## config.mk

```make
export PLATFORM = sky130hd
export DESIGN_NAME = logic_unit_pipe
export DESIGN_NICKNAME = d
export VERILOG_FILES = /design/src/rtl/logic_unit_pkg.sv /design/src/rtl/logic_unit_core.sv /design/src/rtl/logic_unit_pipe.sv
export SDC_FILE = /design/constraint.sdc
export NUM_CORES = 1
export LEC_CHECK = 0
export BUFFER_PORTS_ARGS = -buffer_cell sky130_fd_sc_hd__clkbuf_2
export CAP_MARGIN = 25
export CORE_ASPECT_RATIO = 1.1
export CORE_MARGIN = 2
export CORE_UTILIZATION = 45
export DETAILED_ROUTE_END_ITERATION = 10
export GPL_ROUTABILITY_DRIVEN = 0
export HOLD_SLACK_MARGIN = 0.02
export PLACE_DENSITY = 0.63
export SYNTH_ARGS = -nofsm -noshare
export SYNTH_HDL_FRONTEND = slang
export SYNTH_SLANG_ARGS = --single-unit
```

## constraint.sdc

```tcl
create_clock -name clk -period 3.3 [get_ports clk]
set_input_delay 0.165 -clock clk [delete_from_list [all_inputs] [get_ports clk]]
set_output_delay 0.165 -clock clk [all_outputs]
set_load 0.1 [all_outputs]
```

## src/rtl/logic_unit_pkg.sv

```systemverilog
// Shared op-code type and encoding constants for the pipelined logic unit.
`timescale 1ns/1ps
package logic_unit_pkg;

   localparam int OP_BITS = 3;

   // Op-code encoding; each constant is the value presented on the op port.
   typedef enum logic [OP_BITS-1:0] {
      OP_AND  = 3'b000,
      OP_OR   = 3'b001,
      OP_NOT  = 3'b010,
      OP_XOR  = 3'b011,
      OP_XNOR = 3'b100,
      OP_NAND = 3'b101,
      OP_NOR  = 3'b110,
      OP_PASS = 3'b111
   } op_t;

endpackage

```

## src/rtl/logic_unit_core.sv

```systemverilog
// Purely combinational bitwise evaluator: y = f(op, a, b), no carries between bits.
`timescale 1ns/1ps
module logic_unit_core
   import logic_unit_pkg::*;
#(
   parameter int WIDTH = 8
) (
   input  op_t              op,
   input  logic [WIDTH-1:0] a,
   input  logic [WIDTH-1:0] b,
   output logic [WIDTH-1:0] y
);

   // Select the bitwise function; NOT and PASS ignore b.
   always_comb begin
      y = '0;
      case (op)
         OP_AND:  y = a & b;
         OP_OR:   y = a | b;
         OP_NOT:  y = ~a;
         OP_XOR:  y = a ^ b;
         OP_XNOR: y = ~(a ^ b);
         OP_NAND: y = ~(a & b);
         OP_NOR:  y = ~(a | b);
         OP_PASS: y = a;
         default: y = a;
      endcase
   end

endmodule

```

## src/rtl/logic_unit_pipe.sv

```systemverilog
// Two-stage bitwise logic unit with valid/ready handshakes, result chaining
// and a saturating count of completed output transfers.
//
// Handshake: a transfer happens on a rising edge where valid && ready are both
// high; the sender holds its payload stable while valid && !ready, and ready
// may depend combinationally on the downstream ready only.
`timescale 1ns/1ps
module logic_unit_pipe
   import logic_unit_pkg::*;
#(
   parameter int WIDTH = 8,
   parameter int CNT_W = 8
) (
   input  logic             clk,
   input  logic             rst_n,
   input  logic             in_valid,
   output logic             in_ready,
   input  logic [2:0]       op,
   input  logic [WIDTH-1:0] a,
   input  logic [WIDTH-1:0] b,
   input  logic             chain,
   output logic             out_valid,
   input  logic             out_ready,
   output logic [WIDTH-1:0] y,
   output logic             zero,
   output logic             parity,
   output logic [CNT_W-1:0] txn_count
);

   // Stage 1 holding registers
   logic             s1_valid;
   op_t              s1_op;
   logic [WIDTH-1:0] s1_a;
   logic [WIDTH-1:0] s1_b;
   logic             s1_chain;

   logic             s2_load;
   logic             in_fire;
   logic             out_fire;
   logic [WIDTH-1:0] eff_b;
   logic [WIDTH-1:0] core_y;

   // S2 advances when it is empty or its result is being taken this cycle;
   // S1 can accept whenever it is empty or is emptying into S2.
   always_comb begin
      s2_load  = s1_valid && (!out_valid || out_ready);
      in_ready = !s1_valid || s2_load;
      in_fire  = in_valid && in_ready;
      out_fire = out_valid && out_ready;
      // Chaining uses the result register as it stands when S2 loads, which
      // is always the immediately preceding result.
      eff_b    = s1_chain ? y : s1_b;
   end

   logic_unit_core #(.WIDTH(WIDTH)) u_core (
      .op (s1_op),
      .a  (s1_a),
      .b  (eff_b),
      .y  (core_y)
   );

   // Stage 1: capture the request on input transfer, drop it once moved to S2.
   always_ff @(posedge clk or negedge rst_n) begin
      if (!rst_n) begin
         s1_valid <= 1'b0;
         s1_op    <= OP_AND;
         s1_a     <= '0;
         s1_b     <= '0;
         s1_chain <= 1'b0;
      end else begin
         if (in_fire) begin
            s1_valid <= 1'b1;
            s1_op    <= op_t'(op);
            s1_a     <= a;
            s1_b     <= b;
            s1_chain <= chain;
         end else if (s2_load) begin
            s1_valid <= 1'b0;
         end
      end
   end

   // Stage 2: register the result and its flags; they hold until the next load.
   always_ff @(posedge clk or negedge rst_n) begin
      if (!rst_n) begin
         out_valid <= 1'b0;
         y         <= '0;
         zero      <= 1'b1;
         parity    <= 1'b0;
      end else begin
         if (s2_load) begin
            out_valid <= 1'b1;
            y         <= core_y;
            zero      <= (core_y == '0);
            parity    <= ^core_y;
         end else if (out_fire) begin
            out_valid <= 1'b0;
         end
      end
   end

   // Count completed output transfers, sticking at the all-ones value.
   always_ff @(posedge clk or negedge rst_n) begin
      if (!rst_n) begin
         txn_count <= '0;
      end else if (out_fire && (txn_count != {CNT_W{1'b1}})) begin
         txn_count <= txn_count + CNT_W'(1);
      end
   end

endmodule

```

==> metrics.yaml <==
sta:
  fin_worst_skew_ps: 4.585
  slew_violations: 0
  hold_viol: 0
  worst_pin_slew_ps: 923.0
  fin_setup_tns_ps: 0
  post-route-min-period_ps: 2893
  fin_hold_ws_ps: 75.97
  setup_viol: 0
  min_period_over_period: 0.8766
  slew_headroom: 0.3832
  rsz0062_at_grt: "false"
  fmax_mhz: 345.7
detailed_routing:
  drt_wl_total_um: 5441
  first_pass_iters: 4
  drc: 0
  vias: 2040
  viasPerCell: 5.368
  drt_iter0_markers: 49
  drtAntennaViolNets: 0
  wl_per_cell_um: 14.32
layout:
  insertedDiodeCount: 0
  final_util: 0.5268
  nets: 347
  stdcell_count: 380
  layout-drive-gt1-share: 0.2739
  final_cell_area_um2: 3020
  area_delta_synth_final_pct: 14.52
synth:
  ys_ff_latch: 40
  ys_seq_area_frac: 0.3800
  syn_inst: 260
  synth.yosys.warnings: 0
  synth-simple-area-share: 0.1594
  synth_top_area_cell: "dfrtp_1"
  syn_area_um2: 2638
  synthArstFlopShare: 1.000
  yosysTopAreaCellShare: 0.3700
  synth-compound-area-share: 0.1433
  synth.net_count: 305
  synth_flop_cell: "dfrtp_1"
  synth_fa_ha_area_frac: 0.09962
  muxShareOfSynthArea: 0.1238
  synth-xor-area-share: 0.03321
  syn_avg_cell_area_um2: 10.14
  ys_types: 43
  ys_top_cells_by_area: "dfrtp_1 37%, ha_1 10%, mux2_2 9.0%, mux2i_1 3.4%, nor2b_1 3.1%"
  synth_edf_count: 0
  synth_top_family_by_area: "simple AND/OR/NAND/NOR gates"
placed_design:
  port_buffers: 43
  dp.cells: 370
  place_hpwl_um: 3856
  placed_cell_area_um2: 2890
setup_path:
  reg2reg_to: "parity"
  path_buf_inv: 0
  critPathSlowestCell: "dfrtp_1"
  crit_cells: 10
  cp_max_fo: 9
  worstPathRequired_ps: 3460
  startpoint_type: "flip-flop"
  r2r_setup_slack_ps: 410
  worstPathCellList: "mux2i_1 -> ha_1 -> or3_1 -> o31ai_2 -> o31ai_1 -> or2_1 -> ha_1 -> xnor2_1 -> xnor2_1 -> o21ai_0"
  slowest_delay_ps: 690
  ff2ff_path_depth: 10
  critPathTopFamily: "flip-flops"
  arrival_ps: 3050
  crit_start: "s1_chain"
  r2r-start: "s1_chain"
  end_kind: "flip-flop"
  path_class: "reg -> reg"
  cp-endpoint: "parity"
floorplan:
  ios: 44
  dieArea_um2: 6490
  coreArea_um2: 5733
  initial_utilization: 0.4601
  die_y_um: 84.30
  rows: 29
  fp.dieW_um: 77.00
worst_hold_path:
  worstHoldPathType: "in -> reg"
cts:
  numClockSinks: 40
  cts_root_buf: "clkbuf_8"
  clock_path_buffers: 2
  clock_latency_ps: 290
  cts_buffers: 5
  cts_tree: "done"
  htree_levels: 2
  cts.clk_slew.worst_paths_ps: 80
pwr:
  power.density_nw_per_um2: 824.2
  ir_drop_v: 0.0005986
  static-leakage-power_nw: 1.453
global_route:
  grt_pass1_wl_um: 9183
  grt_usage: 0.1744
  grt.overflow.total: 0
  grt_max_degree: 41
  antenna_found_initial: 0
  grt_pass1_vias: 1970
status:
  run_status: "completed"
job:
  drv_cap: 0
==> logic make-up (layout without fill, tap and decap cells) <==
group	after synthesis	count (layout)
mux	30	30
xor+xnor	10	10
simple gates	78	78
flops	40	40
fa+ha+maj	21	21
buf+inv	34	77
compound gates	47	47
==> power breakdown <==
| part | switching, mW | total (mW) | internal, mW | leakage, nW |
|---|---|---|---|---|
| clock network | 0.174 | 0.341 | 0.167 | 0.0510 |
| logic | 0.992 | 1.40 | 0.412 | 0.927 |
| registers | 0.135 | 0.745 | 0.609 | 0.475 |
| total | 1.30 | 2.49 | 1.19 | 1.45 |
==> through the flow <==
| stage | setup WS (ps) | total power, mW |
|---|---|---|
| 2_1_floorplan | 312.6 | 1.911 |
| 3_3_place_gp | 506.5 | 2.141 |
| 3_5_place_dp | 407.1 | 2.157 |
| 4_1_cts | 401.8 | 2.511 |
| 5_1_grt | 241.0 | 2.653 |
| 6_report | 407.2 | 2.489 |
==> flip-flops by register name, indices dropped and copies added, names as in the netlist <==
name,count
s1_op,3
y,8
zero,1
s1_b,8
s1_valid,1
txn_count,8
s1_a,8
s1_chain,1
parity,1
out_valid,1
==> cell type report <==
cell class	instances	area, µm²
Clock inverter	2	10.01
Multi-Input combinational cell	186	1475
Inverter	21	78.83
Fill cell	557	2713
Timing Repair Buffer	48	275.3
Sequential cell	40	1002
Clock buffer	6	82.58
Tap cell	77	96.34
==> worst min path at each step <==
stage | startpoint | endpoint | cells after the start
final | in_valid | s1_valid | 2
after global routing | in_valid | s1_valid | 2
after CTS | rst_n | s1_op[0] | 1
after detailed placement | rst_n | s1_b[7] | 1
after global placement | rst_n | s1_b[7] | 1
after floorplan | rst_n | out_valid | 0
==> routing by layer <==
layer,up-vias,GRT usage,wire (µm)
li1,1008,-,-
met4,0,0.04383,59
met2,41,0.2998,2649
met3,6,0.03871,258
met5,-,0,0
met1,985,0.2235,2474
==> synthesized netlist by cell type, drive strengths merged, types with 4 or more instances <==
master and number:
dfrtp 39, ha 21, inv 21, mux2 21, nand2 14, nor2 13
nor2b 13, buf 9, mux2i 9, o31ai 9, a31oi 8, nand3 8
o21ai 8, nand3b 7, or2 7, o22a 6, o311a 6, nand2b 5
xnor2 5, xor2 5, and3 4, clkbuf 4
==> repair_timing <==
| action | CTS | global route |
|---|---|---|
| hold buffers | 0 | 1 |
| setup endpoints to repair | 0 | 0 |
| gates resized for setup | 0 | 0 |
| endpoints found under the hold margin | 0 | 16 |
| setup buffers | 0 | 0 |
==> cells in the final DEF, fill, tap and decap left out, drive strengths merged, types with 4 or more instances in the layout <==
cell and count:
nor2 13, xor2 5, dfrtp 39, nand2b 5
clkbuf 49, ha 21, xnor2 5, o31ai 9
inv 21, nand3b 7, mux2 21, or2 7
nor2b 13, nand3 8, buf 4, o21ai 8
o311a 6, mux2i 9, nand2 14, o22a 6
and3 4, a31oi 8
(Power assumes the default switching activity.)
